==> src/rtl/dnn_layer_seq_if.sv <==
// dnn_layer_seq_if: handshake and weight-programming bundle for dnn_layer_seq.
//   in_valid/in_ready/x_flat        input vector, element i at [i*XW +: XW]
//   w_wr_en/w_wr_addr/w_wr_data     weight write port, index = j*N_IN + i
//   out_valid/out_ready/out_flat    result vector, output j at [j*OW +: OW]
//   busy                            block is computing or holding a result
// modport slave is the layer itself; modport master is whoever drives it.
interface dnn_layer_seq_if #(
  parameter int N_IN  = 4,
  parameter int N_OUT = 2,
  parameter int XW    = 17,
  parameter int WW    = 5,
  parameter int OW    = 17
);
  localparam int NW  = N_IN * N_OUT;
  localparam int AWD = $clog2(NW);

  logic                    in_valid;
  logic                    in_ready;
  logic [N_IN*XW-1:0]      x_flat;
  logic                    w_wr_en;
  logic [AWD-1:0]          w_wr_addr;
  logic signed [WW-1:0]    w_wr_data;
  logic                    out_valid;
  logic                    out_ready;
  logic [N_OUT*OW-1:0]     out_flat;
  logic                    busy;

  modport master (
    output in_valid, x_flat, w_wr_en, w_wr_addr, w_wr_data, out_ready,
    input  in_ready, out_valid, out_flat, busy
  );

  modport slave (
    input  in_valid, x_flat, w_wr_en, w_wr_addr, w_wr_data, out_ready,
    output in_ready, out_valid, out_flat, busy
  );
endinterface

==> src/rtl/dnn_layer_seq.sv <==
// dnn_layer_seq: time-multiplexed fully-connected layer.
// Accepts one N_IN-element signed vector, walks the inputs one per cycle with
// one MAC lane per output, saturates each sum to OW bits and holds the result
// until the downstream handshake completes.
// Ports:
//   clk   rising-edge clock
//   rst   synchronous active-high reset (aborts any vector in flight)
//   bus   dnn_layer_seq_if.slave (input vector, weight writes, result, busy)
// Build option: DNN_RELU_EN -- when defined, negative saturated results are
// clamped to zero before being registered.

// One output lane: accumulator plus saturation of the running sum.
module dnn_mac_lane #(
  parameter int XW = 17,
  parameter int WW = 5,
  parameter int OW = 17,
  parameter int AW = 24
) (
  input  logic                 clk,
  input  logic                 rst,
  input  logic                 clr,
  input  logic                 en,
  input  logic signed [XW-1:0] x,
  input  logic signed [WW-1:0] w,
  output logic        [OW-1:0] res
);
  localparam logic signed [AW-1:0] MAXV = AW'({(OW-1){1'b1}});
  localparam logic signed [AW-1:0] MINV = ~MAXV;

  logic signed [AW-1:0]    acc;
  logic signed [AW-1:0]    sum;
  logic signed [XW+WW-1:0] prod;
  logic signed [OW-1:0]    sat;

  assign prod = x * w;
  // sum includes the current product so the last MAC cycle can register it
  assign sum  = acc + AW'(prod);

  always_comb begin
    sat = sum[OW-1:0];
    if (sum > MAXV)      sat = MAXV[OW-1:0];
    else if (sum < MINV) sat = MINV[OW-1:0];
  end

`ifdef DNN_RELU_EN
  assign res = sat[OW-1] ? '0 : sat;
`else
  assign res = sat;
`endif

  always_ff @(posedge clk) begin
    if (rst || clr) acc <= '0;
    else if (en)    acc <= sum;
  end
endmodule

module dnn_layer_seq #(
  parameter int N_IN  = 4,
  parameter int N_OUT = 2,
  parameter int XW    = 17,
  parameter int WW    = 5,
  parameter int OW    = 17
) (
  input logic           clk,
  input logic           rst,
  dnn_layer_seq_if.slave bus
);
  localparam int NW = N_IN * N_OUT;
  localparam int AW = XW + WW + $clog2(N_IN);
  localparam int IW = $clog2(N_IN);

  typedef enum logic [1:0] {IDLE, MAC, HOLD} state_t;

  state_t                    state;
  logic [IW-1:0]             idx;
  logic [N_IN*XW-1:0]        x_reg;
  logic signed [WW-1:0]      w_mem [NW];
  logic [N_OUT-1:0][OW-1:0]  res;
  logic signed [XW-1:0]      x_cur;
  logic                      accept;
  logic                      last;
  logic                      mac_en;

  assign bus.in_ready = (state == IDLE) && !rst;
  assign bus.busy     = (state != IDLE);

  assign accept = bus.in_valid && bus.in_ready;
  assign mac_en = (state == MAC);
  assign last   = mac_en && (idx == IW'(N_IN - 1));
  assign x_cur  = x_reg[idx*XW +: XW];

  for (genvar j = 0; j < N_OUT; j++) begin : g_lane
    dnn_mac_lane #(.XW(XW), .WW(WW), .OW(OW), .AW(AW)) u_lane (
      .clk (clk),
      .rst (rst),
      .clr (accept),
      .en  (mac_en),
      .x   (x_cur),
      .w   (w_mem[j*N_IN + int'(idx)]),
      .res (res[j])
    );
  end

  // Weights only change while idle; a write coinciding with acceptance lands
  // before the first MAC cycle reads it.
  always_ff @(posedge clk) begin
    if (rst) begin
      for (int i = 0; i < NW; i++) w_mem[i] <= '0;
    end else if (bus.w_wr_en && state == IDLE && 32'(bus.w_wr_addr) < NW) begin
      w_mem[bus.w_wr_addr] <= bus.w_wr_data;
    end
  end

  always_ff @(posedge clk) begin
    if (rst) begin
      state         <= IDLE;
      idx           <= '0;
      x_reg         <= '0;
      bus.out_valid <= 1'b0;
      bus.out_flat  <= '0;
    end else begin
      case (state)
        IDLE: if (accept) begin
          x_reg <= bus.x_flat;
          idx   <= '0;
          state <= MAC;
        end
        MAC: begin
          idx <= idx + 1'b1;
          if (last) begin
            idx           <= '0;
            bus.out_flat  <= res;
            bus.out_valid <= 1'b1;
            state         <= HOLD;
          end
        end
        HOLD: if (bus.out_ready) begin
          bus.out_valid <= 1'b0;
          state         <= IDLE;
        end
        default: state <= IDLE;
      endcase
    end
  end
endmodule

==> src/flat_wrapper.sv <==
// flat-port wrapper written by rule: the top's interface ports become plain ports
module dnn_layer_seq_flat 
#(
  parameter int N_IN  = 4,
  parameter int N_OUT = 2,
  parameter int XW    = 17,
  parameter int WW    = 5,
  parameter int OW    = 17
)
  (clk, rst, bus_in_valid, bus_x_flat, bus_w_wr_en, bus_w_wr_addr, bus_w_wr_data, bus_out_ready, bus_in_ready, bus_out_valid, bus_out_flat, bus_busy);
  dnn_layer_seq_if #(.N_IN(N_IN), .N_OUT(N_OUT), .XW(XW), .WW(WW), .OW(OW)) bus_i ();
  input logic clk;
  input logic rst;
  input wire logic [$bits(bus_i.in_valid)-1:0] bus_in_valid;
  input wire logic [$bits(bus_i.x_flat)-1:0] bus_x_flat;
  input wire logic [$bits(bus_i.w_wr_en)-1:0] bus_w_wr_en;
  input wire logic [$bits(bus_i.w_wr_addr)-1:0] bus_w_wr_addr;
  input wire logic [$bits(bus_i.w_wr_data)-1:0] bus_w_wr_data;
  input wire logic [$bits(bus_i.out_ready)-1:0] bus_out_ready;
  output wire logic [$bits(bus_i.in_ready)-1:0] bus_in_ready;
  output wire logic [$bits(bus_i.out_valid)-1:0] bus_out_valid;
  output wire logic [$bits(bus_i.out_flat)-1:0] bus_out_flat;
  output wire logic [$bits(bus_i.busy)-1:0] bus_busy;
  assign bus_i.in_valid = bus_in_valid;
  assign bus_i.x_flat = bus_x_flat;
  assign bus_i.w_wr_en = bus_w_wr_en;
  assign bus_i.w_wr_addr = bus_w_wr_addr;
  assign bus_i.w_wr_data = bus_w_wr_data;
  assign bus_i.out_ready = bus_out_ready;
  assign bus_in_ready = bus_i.in_ready;
  assign bus_out_valid = bus_i.out_valid;
  assign bus_out_flat = bus_i.out_flat;
  assign bus_busy = bus_i.busy;
  dnn_layer_seq #(.N_IN(N_IN), .N_OUT(N_OUT), .XW(XW), .WW(WW), .OW(OW)) u_core (.clk(clk), .rst(rst), .bus(bus_i));
endmodule
==> config.mk <==
export PLATFORM = sky130hd
export DESIGN_NAME = dnn_layer_seq_flat
export DESIGN_NICKNAME = d
export VERILOG_FILES = /design/src/rtl/dnn_layer_seq_if.sv /design/src/rtl/dnn_layer_seq.sv /design/src/flat_wrapper.sv
export SDC_FILE = /design/constraint.sdc
export NUM_CORES = 1
export LEC_CHECK = 0
export CAP_MARGIN = 5
export CORE_ASPECT_RATIO = 0.7
export CORE_MARGIN = 2
export CORE_UTILIZATION = 40
export DETAILED_ROUTE_END_ITERATION = 7
export MAX_ROUTING_LAYER = met4
export PLACE_DENSITY = 0.69
export SKIP_LAST_GASP = 1
export SLEW_MARGIN = 20
export SYNTH_ARGS = -nofsm -noshare
export SYNTH_HDL_FRONTEND = slang
export SYNTH_SLANG_ARGS = --single-unit
==> constraint.sdc <==
create_clock -name clk -period 7.6 [get_ports clk]
set_input_delay 0.76 -clock clk [delete_from_list [all_inputs] [get_ports clk]]
set_output_delay 0.76 -clock clk [all_outputs]
set_load 0.05 [all_outputs]
==> results.md <==
* Status: finished, final reports clean
* PD cells at 241 nW/um^2
* Total routed wirelength at 40.3 mm
* Syn-to-layout area delta at 14.4%
* Reg2reg setup slack at 0.80 ns
* Largest register FFs at 68
* Syn avg cell area at 8.90 sq um
* Synth top area cells: fa_1, dfxtp_1, ha_1
* Die H at 169 um
* Initial Util at 40.6%
* RePlAce Congestion at 0.946
* Synth warn at 0
* Req. time, crit path at 7.97 ns
* Synth cell count leaders: nand2_1, inv_1, nor2_1, fa_1, dfxtp_1
* Simple-gate portion of the synthesized area at 18.8%
* Maximum operating frequency at 147 MHz
* Post CTS Setup Buffer Count at 0
* Clk sinks at 197
* Die width at 240 um
* Hold Crit Class: reg2reg
* RR Startpoint: u_core.idx[0]
* Hold endpoint: u_core.g_lane[1].u_lane.acc[22]
* Crit-path most repeated cell: fa_1
* Routed len/inst at 17.0 um
* Post-synthesis instance area at 15600 sq um
* Setup crit end kind: flop
* WP data arrival at 7.17 ns
* Die area at 40600 sq um
* Worst slew pin tran at 0.915 ns
* Main combinational cell family by area after synthesis: adder cells
* Final Hold Viols at 0
* TritonCTS clock tree: yes
* Final worst path period share at 89.5%
* CP bufs+invs at 4
* Crit path depth at 20
* Reg clk slew, reported paths at 0.08 ns
* Yosys reg bits at 197
* Drt drc at 0
* Slew margin rel. at 38.4%
* Share of the synthesized area in the top cell type at 20.3%
* Vias in the first global route at 12100
* DRT antenna net count at 0
* Layout net count at 2161
* Final-report max-slew violation count at 0
* Cell family with most CP delay: adder cells
* Synth Flop Type: dfxtp_1
* Multiplexer share of the synthesized area at 3.91%
* Vias per Instance at 5.14
* Final Skew at 0.0185 ns
* CTS buffer count at 17
* First-pass GRT wire length at 65.2 mm
* Num ports at 118
* Top-count cell post-synth: nand2_1
* Max IR drop VDD at 0.196 mV
* Slowest stage delay, CP at 0.65 ns
* Yosys top cell by area: fa_1
* Post-Synth XOR/XNOR Area at 2.52%
* Seq/Total Area, Yosys at 27.8%
* Final setup vio count at 0
* Hold Crit Depth at 2
* Largest net degree at the start of global routing at 137
* Via count at 12100
* Post-synthesis compound-gate area fraction at 11.9%
* Setup TNS at 0 ns
* DR pass1 iterations at 8
* RSZ-0062 raised after global routing: no
* Area share of fa/ha/maj cells after synthesis at 28.2%
* Syn_nets at 2091
* Leakage at 7.57 nW
* Iter 0 DRT Violations at 956
* EDFF count, synth at 40
* Hold Startpoint: u_core.g_lane[1].u_lane.acc[22]
* Post-DP HPWL at 31.8 mm
* CP max FO at 29
* CP cell instances: buf_12 -> mux4_2 -> nand2_1 -> fa_1 -> fa_1 -> inv_1 -> fa_1 -> inv_1 -> fa_1 -> inv_1 -> fa_1 -> a211oi_1 -> o21ai_1 -> a21o_1 -> a2111o_1 -> o311ai_0 -> and4_1 -> and4_4 -> o21ai_0 -> a211oi_1
* Total track usage at 21.3%
* Worst flop-to-flop path endpoint: u_core.bus.out_flat[26]
* Count of different cell masters after synthesis at 62
* Slowest-stage cell, CP: mux4_2
* Row count at 60
* DP Cell Count at 2331
* Core box area at 38400 sq um
* Initial antenna violation count at 0
* Setup CP Type: reg2reg
* Max Root-Sink Buffers at 2
* # fillers at 3675
* Quantity of gates resized following cts at 0
* I/O Buffers at 117
* H-tree Lvls at 4
* Layout cell share with drive strength beyond 1 at 5.56%
* Length in cells of the worst reg-to-reg path at 20
* Final cell count without fillers at 2363
* Startpoint Class: flop
* Post-CTS Hold Buffers at 0
* Fraction of registers with async set/reset at 0%
* Overflow after GRT at 0
* Max_cap viols at 0
* Clk_lat worst skew at 0.47 ns
* Antenna fix cells at 0
* Clk root buf: clkbuf_16
* Post-Syn Instances at 1753
* Final min period at 6.80 ns
## where the power goes
| part | switching (mW) | leakage (nW) | internal (mW) |
|---|---|---|---|
| logic | 1.33 | 5.58 | 0.831 |
| registers | 0.0664 | 1.70 | 1.15 |
| clock network | 0.476 | 0.291 | 0.450 |
| total | 1.87 | 7.57 | 2.43 |
## how the worst max path moves through the flow
stage                     slack [ns]                      end          start
after floorplan                 0.50  u_core.bus.out_flat[23]  u_core.idx[0]
after global placement          1.09  u_core.bus.out_flat[27]  u_core.idx[0]
after detailed placement        0.93  u_core.bus.out_flat[32]  u_core.idx[0]
after CTS                       0.87  u_core.bus.out_flat[26]  u_core.idx[0]
after global routing            0.35  u_core.bus.out_flat[27]  u_core.idx[1]
final                           0.80  u_core.bus.out_flat[26]  u_core.idx[0]
## cell usage in the layout, fill, tap and decap left out, types with 27 or more instances in the layout
master,n
nand2b_1,75
a21oi_1,80
nor2_1,182
fa_1,158
nand2_1,224
and2_1,84
dfxtp_1,156
clkdlybuf4s50_1,116
inv_1,193
o21ai_0,106
ha_1,99
a211oi_1,27
xnor2_1,31
edfxtp_1,40
## area by class of cell
class                           instances  area [sq um]  area share, %
Sequential cell                       197          4350           24.3
Multi-Input combinational cell       1280         10200           57.2
Clock inverter                         14           155          0.869
Inverter                              193           724           4.06
Tap cell                              527           659           3.69
Timing Repair Buffer                  134          1310           7.35
Clock buffer                           18           439           2.46
## routing by layer
layer  vias up  part of all wire (%)  GRT usage [%]
li1       5831                     -              -
met1      5895                    50           30.8
met2       388                    42           30.2
met3        27                   7.4           4.99
met4         0                   1.1           4.21
met5         -                     0              -
## metrics by stage
| stage | area (sq um) | power [mW] | setup slack [ns] | hold slack, ns | util (%) |
|---|---|---|---|---|---|
| finish | 17900 | 4.30 | 0.798 | 0.459 | 46.4 |
| global route | 17900 | 4.64 | 0.353 | 0.490 | 46.4 |
| floorplan | 15600 | 2.78 | 0.503 | 0.436 | - |
| global placement | 17200 | 3.31 | 1.09 | 0.446 | 44.9 |
| CTS | 17800 | 4.29 | 0.869 | 0.460 | 46.4 |
| detailed placement | 17200 | 3.35 | 0.925 | 0.450 | 44.9 |
## worst register-to-register path: cells and delay by family, from the launching register on
kind / cells / cell delay, ns
AO/OA/AOI/OAI: 7 / 1.72
adder cells (fa/ha/maj): 5 / 2.56
buffers and inverters: 4 / 0.47
flip-flops: 1 / 0.51
multiplexers: 1 / 0.68
AND/OR/NAND/NOR: 3 / 0.76
## cell families (layout without fill, tap and decap cells)
logic type | Yosys count | after routing
AOI/OAI and AO/OA | 302 | 302
xor gates and xnor gates | 44 | 44
adders and majority gates | 257 | 257
buffers and inverters | 276 | 359
DFF | 197 | 197
muxes | 44 | 44
and+or+nand+nor | 633 | 633
No activity file was read; power rests on OpenSTA's default activity.
